--- config.mk ---
export PLATFORM = sky130hd
export DESIGN_NAME = riscv_fetch_seq
export DESIGN_NICKNAME = d
export VERILOG_FILES = /design/src/rtl/riscv_fetch_seq.sv
export SDC_FILE = /design/constraint.sdc
export NUM_CORES = 1
export LEC_CHECK = 0
export BUFFER_PORTS_ARGS = -buffer_cell sky130_fd_sc_hd__buf_2
export CORE_MARGIN = 2
export CORE_UTILIZATION = 30
export CTS_CLUSTER_DIAMETER = 100
export CTS_CLUSTER_SIZE = 16
export DETAILED_ROUTE_END_ITERATION = 7
export GPL_TIMING_DRIVEN = 0
export REMOVE_ABC_BUFFERS = 1
export SYNTH_ARGS = -nofsm -noshare
export SYNTH_HDL_FRONTEND = slang
export SYNTH_SLANG_ARGS = --single-unit
--- constraint.sdc ---
create_clock -name clk -period 2.9 [get_ports clk]
set_input_delay 0.435 -clock clk [delete_from_list [all_inputs] [get_ports clk]]
set_output_delay 0.435 -clock clk [all_outputs]
set_load 0.005 [all_outputs]
--- src/rtl/riscv_fetch_seq.sv ---
// ---------------------------------------------------------------------------
// riscv_fetch_seq
//
// Minimal RV32I fetch sequencer used as the core-side responder on the
// instruction interface. It holds the program counter, consumes one
// instruction per cycle in which instr_valid is high, resolves JAL targets
// and raises a sticky trap on illegal, misaligned-target or EBREAK
// instructions. Once trapped only reset brings it back.
//
// Parameters:
//   RESET_PC     value loaded into pc on reset
//   EBREAK_TRAP  1: EBREAK (32'h0010_0073) traps; 0: EBREAK is sequential
//
// Ports:
//   clk          clock, all state updates on the rising edge
//   reset        asynchronous, active-high reset
//   instr_valid  instr holds the instruction at the current pc this cycle
//   instr        32-bit instruction word for the current pc
//   pc           registered program counter
//   trap         registered sticky trap flag
//   trap_cause   0 none, 1 illegal, 2 misaligned target, 3 ebreak
//   retired      count of accepted non-trapping instructions (wraps)
//
// States:
//   S_RUN     | accepting instructions, pc advances on each accept
//   S_TRAPPED | trap latched, all inputs ignored until reset
// ---------------------------------------------------------------------------
module riscv_fetch_seq #(
  parameter logic [31:0] RESET_PC    = 32'h0000_0000,
  parameter bit          EBREAK_TRAP = 1'b1
) (
  input  logic        clk,
  input  logic        reset,
  input  logic        instr_valid,
  input  logic [31:0] instr,
  output logic [31:0] pc,
  output logic        trap,
  output logic [1:0]  trap_cause,
  output logic [31:0] retired
);

  typedef enum logic {
    S_RUN     = 1'b0,
    S_TRAPPED = 1'b1
  } state_t;

  localparam logic [1:0] CAUSE_NONE     = 2'd0;
  localparam logic [1:0] CAUSE_ILLEGAL  = 2'd1;
  localparam logic [1:0] CAUSE_MISALIGN = 2'd2;
  localparam logic [1:0] CAUSE_EBREAK   = 2'd3;

  localparam logic [6:0] OP_LUI    = 7'b0110111;
  localparam logic [6:0] OP_AUIPC  = 7'b0010111;
  localparam logic [6:0] OP_JAL    = 7'b1101111;
  localparam logic [6:0] OP_JALR   = 7'b1100111;
  localparam logic [6:0] OP_BRANCH = 7'b1100011;
  localparam logic [6:0] OP_LOAD   = 7'b0000011;
  localparam logic [6:0] OP_STORE  = 7'b0100011;
  localparam logic [6:0] OP_IMM    = 7'b0010011;
  localparam logic [6:0] OP_OP     = 7'b0110011;
  localparam logic [6:0] OP_FENCE  = 7'b0001111;
  localparam logic [6:0] OP_SYSTEM = 7'b1110011;

  localparam logic [31:0] EBREAK_WORD = 32'h0010_0073;

  // registered state
  state_t      state_q,   state_d;
  logic [31:0] pc_q,      pc_d;
  logic        trap_q,    trap_d;
  logic [1:0]  cause_q,   cause_d;
  logic [31:0] retired_q, retired_d;

  // decode results
  logic [6:0]  opcode;
  logic        opcode_known;
  logic [31:0] jal_imm;
  logic [31:0] jal_target;
  logic [31:0] pc_seq;
  logic        dec_trap;
  logic [1:0]  dec_cause;
  logic [31:0] dec_pc;

  assign opcode     = instr[6:0];
  assign jal_imm    = {{11{instr[31]}}, instr[31], instr[19:12], instr[20],
                       instr[30:21], 1'b0};
  assign jal_target = pc_q + jal_imm;
  assign pc_seq     = pc_q + 32'd4;

  always_comb begin
    opcode_known = 1'b0;
    case (opcode)
      OP_LUI, OP_AUIPC, OP_JAL, OP_JALR, OP_BRANCH, OP_LOAD,
      OP_STORE, OP_IMM, OP_OP, OP_FENCE, OP_SYSTEM: opcode_known = 1'b1;
      default:                                      opcode_known = 1'b0;
    endcase
  end

  // Decode is evaluated unconditionally; its result only reaches state when
  // instr_valid is high, so garbage on instr while idle is harmless.
  // JALR and BRANCH are deliberately not resolved and fall through to pc+4.
  always_comb begin
    dec_trap  = 1'b0;
    dec_cause = CAUSE_NONE;
    dec_pc    = pc_seq;
    if ((instr[1:0] != 2'b11) || !opcode_known) begin
      dec_trap  = 1'b1;
      dec_cause = CAUSE_ILLEGAL;
    end else if (EBREAK_TRAP && (instr == EBREAK_WORD)) begin
      dec_trap  = 1'b1;
      dec_cause = CAUSE_EBREAK;
    end else if (opcode == OP_JAL) begin
      if (jal_target[1:0] != 2'b00) begin
        dec_trap  = 1'b1;
        dec_cause = CAUSE_MISALIGN;
      end else begin
        dec_pc = jal_target;
      end
    end
  end

  always_ff @(posedge clk or posedge reset) begin
    if (reset) begin
      state_q   <= S_RUN;
      pc_q      <= RESET_PC;
      trap_q    <= 1'b0;
      cause_q   <= CAUSE_NONE;
      retired_q <= 32'd0;
    end else begin
      state_q   <= state_d;
      pc_q      <= pc_d;
      trap_q    <= trap_d;
      cause_q   <= cause_d;
      retired_q <= retired_d;
    end
  end

  always_comb begin
    state_d   = state_q;
    pc_d      = pc_q;
    trap_d    = trap_q;
    cause_d   = cause_q;
    retired_d = retired_q;
    case (state_q)
      S_RUN: begin
        if (instr_valid) begin
          if (dec_trap) begin
            // pc stays on the faulting instruction
            state_d = S_TRAPPED;
            trap_d  = 1'b1;
            cause_d = dec_cause;
          end else begin
            pc_d      = dec_pc;
            retired_d = retired_q + 32'd1;
          end
        end
      end
      S_TRAPPED: begin
        state_d = S_TRAPPED;
      end
      default: begin
        state_d = S_RUN;
      end
    endcase
  end

  assign pc         = pc_q;
  assign trap       = trap_q;
  assign trap_cause = cause_q;
  assign retired    = retired_q;

endmodule

Word-level counts from Yosys, hierarchy flattened

Cells that the tools add are included.

Register bits after elaboration: 68
Bits of input ports: 35

Add/subtract/negate cells: 3
Eq/ne operators: 13
Multiplexer cells: 16
Bitwise gates (word level): 2
Reductions and logical operators: 6

Operators with widths:

| operator                                                           | count |
|---|---|
| 32-bit two-way mux                                                 | 4 |
| 32-bit by 1-bit adder with 32-bit output (second input constant)   | 1 |
| 32-bit by 3-bit adder with 32-bit output (second input constant)   | 1 |
| 32-bit adder                                                       | 1 |
| 32-bit by 21-bit == test with 1-bit output (second input constant) | 1 |
| 7-bit == test (second input constant)                              | 4 |
| 7-bit by 6-bit == test with 1-bit output (second input constant)   | 3 |
| 7-bit by 5-bit == test with 1-bit output (second input constant)   | 2 |
| 11-bit OR reduction                                                | 1 |
| 2-bit two-way mux                                                  | 4 |
| 7-bit by 2-bit == test with 1-bit output (second input constant)   | 1 |
| 7-bit by 4-bit == test with 1-bit output (second input constant)   | 1 |
| 1-bit two-way mux                                                  | 7 |
| 3-bit AND reduction                                                | 2 |
| 2-bit != test (second input constant)                              | 1 |
| 1-bit inverter                                                     | 2 |
| 1-bit one-hot mux with 2 select lines                              | 1 |
| 2-bit nonzero test                                                 | 1 |
| 1-bit zero test                                                    | 1 |
| 1-bit logical OR                                                   | 1 |

Logic depth before layout (Yosys ltp)

Gate-level depths: netlist of the first run.

Depth in word-level cells: 9
Gate-level depth with buffers: 10
Gate-level depth less buffers: 10

Worst setup path before layout of the first run

OpenSTA, ideal clock, no wires.

Path kind: flip-flop to flip-flop
From: register pc_q[2], in the netlist pc[2]
To: register pc_q[25], in the netlist pc[25]
Library setup time: 0.121 ns
Arrival time: 2.380 ns
Required time: 2.779 ns
Slack: 0.399 ns
Cell stages (with the launch flop): 11
Buffers on the path: 0
Clock period less this slack: 2.501 ns
Cells stage by stage: dfrtp_1 > inv_1 > fa_1 > nand2b_1 > a21oi_1 > o211ai_1 > a21oi_1 > o211ai_1 > a2111o_1 > o211ai_1 > nor2_1

Word-level cells in the longest chain between the ends: 5
Elaborated cells on any way between the ends: 6
Classes of those cells: 2 x add/sub; 4 x mux

Ends and longest elaborated chain:

| what                                                                            | RTL line | RTL |
|---|---|---|
| start: declaration                                                              | 68       | `logic [31:0] pc_q, pc_d;` |
| start signal: assignment                                                        | 130      | `pc_q <= pc_d;` |
| 32-bit adder / 32-bit by 3-bit adder with 32-bit output (equally long branches) | 86, 87   |  |
| 32-bit two-way mux                                                              | 112      | `if (jal_target[1:0] != 2'b00) begin` |
| 32-bit two-way mux                                                              | 111      | `end else if (opcode == OP_JAL) begin` |
| 32-bit two-way mux                                                              | 108      | `end else if (EBREAK_TRAP && (instr == EBREAK_WORD)) begin` |
| 32-bit two-way mux *                                                            | 105      | `if ((instr[1:0] != 2'b11) \|\| !opcode_known) begin` |

Every way passes the cells marked *; elsewhere a longest branch is shown, timed or not.
A chain may end at the register's enable or synchronous reset.

Worst setup path after layout of the first run

Ends and elaborated chain as after synthesis.

==> impl_metrics.tcl, run 1 <==
set metrics [dict create \
    p_per_area_nw_per_um2 394.8 \
    relSlewSlack 0.3860 \
    num-fill-cells 1758 \
    post-route-util 0.3667 \
    switchingPower_w 0.0006550 \
    die_x_um 135.5 \
    place_area_um2 5893 \
    synth.avg_cell_area_um2 8.494 \
    critPathMaxFanout 9 \
    die_height_um 135.5 \
    r2r_start "pc[2]$_DFFE_PP0P_" \
    cp-startpoint "pc[2]$_DFFE_PP0P_" \
    critPathRequiredTime_ns 3.13 \
    areaGrowthSynthToFinish_pct 20.93 \
    ys_types 72 \
    yosys.area_share.simple 0.2589 \
    netlist_area_um2 5190 \
    clk_path_buf_depth 2 \
    timing.final.crit_share 0.9389 \
    clockPowerShare 0.487 \
    vias 5066 \
    port_buffers 99 \
    drive_gt1_frac 0.2153 \
    synthCells 611 \
    clock_sinks 66 \
    synth_top_family_by_area "simple AND/OR/NAND/NOR gates" \
    clock_skew_ns 0.01099 \
    hp-class "in2async" \
    routed_via_density 5.441 \
    startpoint_type "flip-flop" \
    p_leak_nw 2.890 \
    initial_core_util 0.3032 \
    gp_congestion 0.8489 \
    cts_tree "built" \
    ys_seq_area_frac 0.3182 \
    synth_commonest_cells "a21oi_1, dfrtp_1, nand2_1" \
    fin_cells 931 \
    yosys_register_bits 66 \
    async_flop_share 1.000 \
    fin_nets 768 \
    dpl_worst_slack_ns -0.7119 \
    synth_top_cell_by_area "dfrtp_1" \
    slew_violations 0 \
    critPathKind "reg2reg" \
    worst_slew_pin_slew_ns 0.9160 \
    clk_pin_slew_ns 0.06 \
    yosysWarnings 0 \
    drtIter0Drc 351 \
    finalWirelength_mm 14.93 \
    yosys-top-cells-area "dfrtp_1, ha_1, a21oi_1" \
    ant_nets 0 \
    synth_edf_count 0 \
    wire_per_inst_um 16.03 \
    grt_pass1_vias 4648 \
    grt_max_degree 67 \
    h-tree-depth 3 \
    setup_viol 0 \
    min_period_ns 2.723 \
    muxShareOfSynthArea 0.003857 \
    core_um2 17120 \
    dr.pass1.iters 5 \
    grt_remaining_overflow 0 \
    fmax_mhz 367.3 \
    synth_ff_type "dfrtp_1" \
    postLayoutCellArea_um2 6276 \
    cp.arrival_ns 2.95 \
    synth_top_cell_area_share 0.3182 \
    grt_pass1_wl_mm 24.14 \
    synth.most_common_cell "a21oi_1" \
    synthAdderAreaFrac 0.07859 \
    final_hold_viol_count 0 \
    dieArea_um2 18370 \
    swShare 0.2644 \
    drc 0 \
    setup-tns-final_ns 0 \
    combPwrFrac 0.125 \
    grt_usage 0.1662 \
    worstSetupEndpointType "flip-flop" \
    irDropWorstVdd_v 0.0002282 \
    place_inst 915 \
    synth_xor_area_frac 0.08944 \
    root_buffer "clkbuf_16" \
    pin_count 102 \
    clkLatencyLatePin_ns 0.34 \
    seqPwrFrac 0.388 \
    rows 48 \
    diodes 0 \
    fin_ws_ns 0.1771 \
    status "complete, no violations" \
    dp_hpwl_mm 10.80 \
    cts_made_buffers 9 \
    intPower_w 0.001823 \
    synth_compound_area_frac 0.2167 \
    rsz0062_at_grt "yes" \
    cap_violations 0 \
    antenna_found_initial 0 \
]
metal layers:
metal  part of all wire  vias up  GRT usage
li1                   -     2463          -
met1               0.46     2431     0.2210
met2               0.47      157     0.2747
met3              0.058       15    0.03404
met4              0.015        0    0.04572
met5                  0        -          0
through the flow:
stage                     total power, W  hold slack (ns)
final                           0.002478           0.2661
after detailed placement        0.001280           0.4518
after floorplan                 0.001172           0.4338
after CTS                       0.002506           0.3085
after global placement          0.001278           0.4428
after global routing            0.002589           0.3216
power groups by stage:
| stage | registers, W | clock network, W | logic, W |
|---|---|---|---|
| finish | 0.000961 | 0.00121 | 0.000310 |
| global route | 0.000964 | 0.00128 | 0.000348 |
| CTS | 0.000961 | 0.00124 | 0.000306 |
| detailed placement | 0.000977 | 0 | 0.000303 |
| global placement | 0.000977 | 0 | 0.000301 |
| floorplan | 0.000973 | 0 | 0.000200 |
layout by cell type, fill, tap and decap left out, types with 6 or more instances in the layout:
cell type / count
nand2_1: 55
nor3_1: 18
a21oi_1: 72
ha_1: 31
dfrtp_1: 65
nand3_1: 32
xor2_1: 15
and3_1: 13
o211ai_1: 11
nor2b_1: 6
xnor2_1: 38
o21ai_0: 35
nor2_1: 33
inv_1: 14
o22ai_1: 9
a21o_1: 13
nand4_1: 17
and4_1: 6
buf_2: 99
nor4_1: 8
clkbuf_16: 9
area by class of cell:
type                            instances  area, um2  share of cell area
Timing Repair Buffer                  101      518.0             0.08254
Multi-Input combinational cell        508       3440              0.5480
Inverter                               15      58.81            0.009370
Clock buffer                            9      225.2             0.03589
Tap cell                              225      281.5             0.04486
Clock inverter                          7      100.1             0.01595
Sequential cell                        66       1653              0.2634
path summary, 6_finish.rpt:
kind / end / slack [ns] / cells past startpoint
max: pc[25]$_DFFE_PP0P_ / 0.18 / 10
min: retired[30]$_DFFE_PP0P_ / 0.27 / 2
max reg2reg: pc[25]$_DFFE_PP0P_ / 0.18 / 10
min reg2reg: state_q$_DFF_PP0_ / 0.47 / 1
max in group asynchronous: pc[2]$_DFFE_PP0P_ / 1.98 / 2
min in group clk: state_q$_DFF_PP0_ / 0.32 / 2
worst max-delay path, stage by stage (launching register included):
cell	delay (ns)
dfrtp_2	0.45
inv_1	0.08
fa_1	0.42
nand2b_1	0.19
a21oi_2	0.25
o211ai_1	0.19
a21oi_2	0.23
o211ai_1	0.17
a2111o_1	0.45
o211ai_1	0.12
nor2_1	0.06
cell families (layout without fill, tap and decap cells):
logic type | Yosys count | count (layout)
buffers and inverters | 38 | 132
AO/OA/AOI/OAI | 184 | 184
adder cells (fa/ha/maj) | 32 | 32
AND/OR/NAND/NOR | 234 | 234
other | 2 | 3
multiplexers | 2 | 2
flip-flops | 66 | 66
XOR/XNOR | 53 | 53
state kept, by name, summed over array words and instances, names as in the netlist:
| name | cells |
|---|---|
| retired | 32 |
| pc | 30 |
| trap_cause | 2 |
| state_q | 1 |
| trap | 1 |
timing repair:
item | in CTS | in global routing
endpoints found under the setup margin | 21 | 29
gates resized for setup | 3 | 11
endpoints found under the hold margin | 0 | 0
gates cloned | 0 | 0
hold buffers | 0 | 0
buffers inserted | 0 | 0
Note: power is estimated with default switching activity, not from simulation.
==> run 2, diff against run 1 <==
--- a/config.mk
+++ b/config.mk
@@ -6,7 +6,7 @@
 export NUM_CORES = 1
 export LEC_CHECK = 0
 export BUFFER_PORTS_ARGS = -buffer_cell sky130_fd_sc_hd__buf_2
-export CORE_MARGIN = 2
+export CORE_MARGIN = 1.5
 export CORE_UTILIZATION = 30
 export CTS_CLUSTER_DIAMETER = 100
 export CTS_CLUSTER_SIZE = 16
==> impl_metrics.tcl, run 2 (synthesis gave the netlist of run 1 again) <==
set metrics [dict create \
    status "complete, no violations" \
    drive_gt1_frac 0.2136 \
    num-fill-cells 1743 \
    final_common_cell "buf_2" \
    critPathKind "reg2reg" \
    postCtsSetupBuffers 0 \
    dp_hpwl_mm 10.75 \
    grt_max_degree 67 \
    die_height_um 134.5 \
    fin_nets 769 \
    r2r_slack_ns 0.21 \
    routed_via_density 5.302 \
    startpoint_type "flip-flop" \
    relSlewSlack 0.4179 \
    hp-class "in2async" \
    irDropWorstVdd_v 0.0002430 \
    final_cell_mix "buf_2, a21oi_1, dfrtp_1" \
    reg2reg_to "pc[25]$_DFFE_PP0P_" \
    p_per_area_nw_per_um2 396.5 \
    fmax_mhz 372.2 \
    cts_tree "built" \
    cts_made_buffers 9 \
    min_period_ns 2.687 \
    critPathRequiredTime_ns 3.12 \
    diodes 0 \
    clkLatencyLatePin_ns 0.33 \
    fin_ws_ns 0.2135 \
    dieArea_um2 18100 \
    final_hold_viol_count 0 \
    r2r_start "pc[2]$_DFFE_PP0P_" \
    timing.final.crit_share 0.9264 \
    dpl_worst_slack_ns -0.7133 \
    wire_per_inst_um 15.78 \
    fin_cells 927 \
    worst_slew_pin_slew_ns 0.8731 \
    initial_core_util 0.3097 \
    h-tree-depth 3 \
    ant_nets 0 \
    slew_violations 0 \
    p_leak_nw 2.894 \
    port_buffers 99 \
    gp_congestion 0.8349 \
    largest_reg_flops 32 \
    grt_usage 0.1651 \
    grt_pass1_wl_mm 24.13 \
    setup_viol 0 \
    clk_path_buf_depth 2 \
    areaGrowthSynthToFinish_pct 20.66 \
    worstSetupEndpointType "flip-flop" \
    rows 47 \
    place_inst 911 \
    post-route-util 0.3736 \
    grt_pass1_vias 4726 \
    cap_violations 0 \
    die_x_um 134.5 \
    vias 4915 \
    drtIter0Drc 286 \
    core_um2 16760 \
    finalWirelength_mm 14.63 \
    root_buffer "clkbuf_16" \
    clock_sinks 66 \
    clk_pin_slew_ns 0.06 \
    rsz0062_at_grt "no" \
    cp.arrival_ns 2.91 \
    critPathMaxFanout 9 \
    drc 0 \
    grt_remaining_overflow 0 \
    ff2ff_path_depth 10 \
    dr.pass1.iters 5 \
    clock_skew_ns 0.008460 \
    antenna_found_initial 0 \
    pin_count 102 \
]
==> run 2: cell count changes in the layout (fill, tap and decap cells not counted), sizes merged <==
cell	before	now
buf	101	102
==> run 2: per-layer routing <==
layer,wire (um),GRT usage,up-vias
li1,-,-,2465
met1,7056,0.2210,2336
met2,6786,0.2755,103
met3,619,0.03078,11
met4,163,0.04002,0
met5,0,0,-
==> run 2: worst max-delay path by stage <==
stage | end | slack [ns] | from
after global placement | pc[27]$_DFFE_PP0P_ | -2.29 | instr[2]
after detailed placement | retired[31]$_DFFE_PP0P_ | -0.71 | instr[31]
after global routing | pc[30]$_DFFE_PP0P_ | 0.04 | pc[10]$_DFFE_PP0P_
after floorplan | pc[27]$_DFFE_PP0P_ | -0.21 | instr[2]
final | pc[25]$_DFFE_PP0P_ | 0.21 | pc[2]$_DFFE_PP0P_
after CTS | retired[27]$_DFFE_PP0P_ | 0.04 | instr[31]
==> run 2: cell type report <==
type,instances,area (um2),share of cell area
repair buffers,102,526.8,0.08412
flip-flops and latches,66,1653,0.2639
well taps,220,275.3,0.04396
multi-input cells,508,3423,0.5467
clock buffers,9,225.2,0.03596
inverters,15,58.81,0.009391
clock inverters,7,100.1,0.01598
==> run 2: metrics by stage <==
step / hold WS (ns) / instance area (um2) / power (W) / TNS [ns]
after floorplan: 0.4338 / 5080 / 0.001172 / -0.7876
after global placement: 0.4477 / 5851 / 0.001278 / -63.78
after detailed placement: 0.4467 / 5889 / 0.001280 / -17.51
after CTS: 0.3320 / 6227 / 0.002508 / 0
after global routing: 0.3437 / 6262 / 0.002588 / 0
final: 0.2925 / 6262 / 0.002483 / 0
==> run 2: what timing repair did <==
action / CTS / global route
hold buffers: 0 / 0
setup endpoints to repair: 20 / 21
resized for setup: 3 / 8
==> run 2: critical path: stages (launching register included) <==
cell	delay [ns]
dfrtp_2	0.46
inv_1	0.08
fa_1	0.42
nand2b_1	0.19
a21oi_2	0.24
o211ai_1	0.18
a21oi_2	0.23
o211ai_1	0.17
a2111o_1	0.45
o211ai_1	0.11
nor2_1	0.05
==> run 2: where the power goes <==
part / switching, W / total [W] / internal, W
logic: 0.000181 / 0.000307 / 0.000126
clock network: 0.000454 / 0.00122 / 0.000761
registers: 0.0000240 / 0.000960 / 0.000936
total: 0.000660 / 0.00248 / 0.00182
==> run 3, diff against run 2 <==
--- a/config.mk
+++ b/config.mk
@@ -12,7 +12,6 @@
 export CTS_CLUSTER_SIZE = 16
 export DETAILED_ROUTE_END_ITERATION = 7
 export GPL_TIMING_DRIVEN = 0
-export REMOVE_ABC_BUFFERS = 1
 export SYNTH_ARGS = -nofsm -noshare
 export SYNTH_HDL_FRONTEND = slang
 export SYNTH_SLANG_ARGS = --single-unit
==> impl_metrics.tcl, run 3 (synthesis gave the netlist of run 1 again) <==
set metrics [dict create \
    min_period_ns 2.804 \
    pin_count 102 \
    drtIter0Drc 335 \
    critPathMaxStageDelay_ns 0.47 \
    core_um2 16760 \
    ant_nets 0 \
    drive_gt1_frac 0.2143 \
    worst_slew_pin_slew_ns 0.8441 \
    clkLatencyLatePin_ns 0.33 \
    grt_use_met2 0.2721 \
    grt-busiest-layer "met2" \
    final_common_cell "buf_2" \
    clock_sinks 66 \
    cap_violations 0 \
    worstSetupEndpointType "flip-flop" \
    antenna_found_initial 0 \
    use_met1 0.2476 \
    p_leak_nw 2.936 \
    rsz0062_at_grt "yes" \
    clk_pin_slew_ns 0.06 \
    finalWirelength_mm 15.68 \
    areaGrowthSynthToFinish_pct 21.65 \
    ff2ff_path_depth 10 \
    dieArea_um2 18100 \
    rows 47 \
    p_per_area_nw_per_um2 379.3 \
    cp.arrival_ns 3.02 \
    crit_buf_inv 1 \
    critPathMaxFanout 9 \
    path_delay_family "compound AO/OA/AOI/OAI gates" \
    cts_made_buffers 9 \
    fmax_mhz 356.6 \
    setup_viol 0 \
    slew_violations 0 \
    h-tree-depth 3 \
    grt_remaining_overflow 0 \
    cp_slowest_cell "a2111o_1" \
    die_x_um 134.5 \
    fin_ws_ns 0.09587 \
    startpoint_type "flip-flop" \
    grt_usage 0.1758 \
    cts_tree "built" \
    num-fill-cells 1764 \
    dpl_worst_slack_ns -0.2432 \
    fin_nets 790 \
    largest_reg_flops 32 \
    holdBufCountCts 0 \
    dp_hpwl_mm 11.98 \
    final_hold_viol_count 0 \
    clk_path_buf_depth 2 \
    vias 5072 \
    final_cell_mix "buf_2, a21oi_1, dfrtp_1" \
    initial_core_util 0.3097 \
    status "complete, no violations" \
    holdWs_ns 0.2711 \
    drc 0 \
    r2r_start "pc[2]$_DFFE_PP0P_" \
    hp-class "in2async" \
    r2r_slack_ns 0.1 \
    cpMostUsedCell "o211ai_1" \
    diodes 0 \
    dr.pass1.iters 5 \
    grt_max_degree 67 \
    root_buffer "clkbuf_16" \
    clock_skew_ns 0.005453 \
    reg2reg_to "pc[25]$_DFFE_PP0P_" \
    relSlewSlack 0.4373 \
    gp_congestion 0.8230 \
    critPathKind "reg2reg" \
    die_height_um 134.5 \
    wire_per_inst_um 16.54 \
    cp_cell_sequence "inv_1, fa_1, nand2b_1, a21oi_4, o211ai_1, a21oi_1, o211ai_1, a2111o_1, o211ai_1, nor2_1" \
    met3_usage 0.03378 \
    grt_pass1_wl_mm 25.43 \
    finalPower_w 0.002395 \
    routed_via_density 5.350 \
    timing.final.crit_share 0.9669 \
    grt_pass1_vias 4825 \
    irDropWorstVdd_v 0.0001820 \
    critPathRequiredTime_ns 3.12 \
    port_buffers 99 \
]
## run 3: changes by cell type in the layout (fill, tap and decap cells not counted), sizes merged
| cell | previous run | this run |
|---|---|---|
| clkinvlp | 0 | 1 |
| clkbuf | 9 | 21 |
| buf | 102 | 111 |
| bufinv | 2 | 1 |
## run 3: through the flow
stage	std cells	instance area, um2	utilization	setup TNS, ns
after global routing	948	6314	0.3767	-0.04413
after floorplan	612	5194	-	0
after detailed placement	931	5967	0.3560	-1.689
final	948	6314	0.3767	0
after CTS	947	6281	0.3748	0
after global placement	931	5964	0.3559	-15.33
## run 3: cell type report
cell class              instances  area (um2)  share of cell area
multi-input cells             508        3401              0.5386
flip-flops and latches         66        1654              0.2620
repair buffers                102       515.5             0.08165
well taps                     220       275.3             0.04360
clock buffers                   9       225.2             0.03567
plain buffers                  21       106.4             0.01685
clock inverters                 7       77.57             0.01229
inverters                      15       58.81            0.009314
## run 3: how the worst max path moves through the flow
stage / from / depth (start not counted) / slack, ns / to
3_5_place_dp: instr[22] / 11 / -0.24 / pc[31]$_DFFE_PP0P_
5_1_grt: pc[2]$_DFFE_PP0P_ / 10 / -0.03 / pc[25]$_DFFE_PP0P_
6_report: pc[2]$_DFFE_PP0P_ / 10 / 0.1 / pc[25]$_DFFE_PP0P_
4_1_cts: pc[8]$_DFFE_PP0P_ / 9 / 0.02 / pc[30]$_DFFE_PP0P_
3_3_place_gp: reset / 2 / -0.22 / pc[12]$_DFFE_PP0P_
2_1_floorplan: pc[2]$_DFFE_PP0P_ / 10 / 0.40 / pc[25]$_DFFE_PP0P_
## run 3: what timing repair did
action	in CTS	in global routing
buffers inserted	0	2
cloned	0	0
pin swaps	0	3
resized for setup	3	6
endpoints found under the setup margin	3	7
## run 3: routing by layer
layer	vias up	part of all wire
met5	-	0
met4	0	0.017
met3	22	0.050
met2	151	0.45
met1	2397	0.49
li1	2502	-
## run 3: power by group
part           switching, W  internal [W]
logic              0.000188      0.000128
clock network      0.000444      0.000673
registers         0.0000259      0.000937
total              0.000657       0.00174
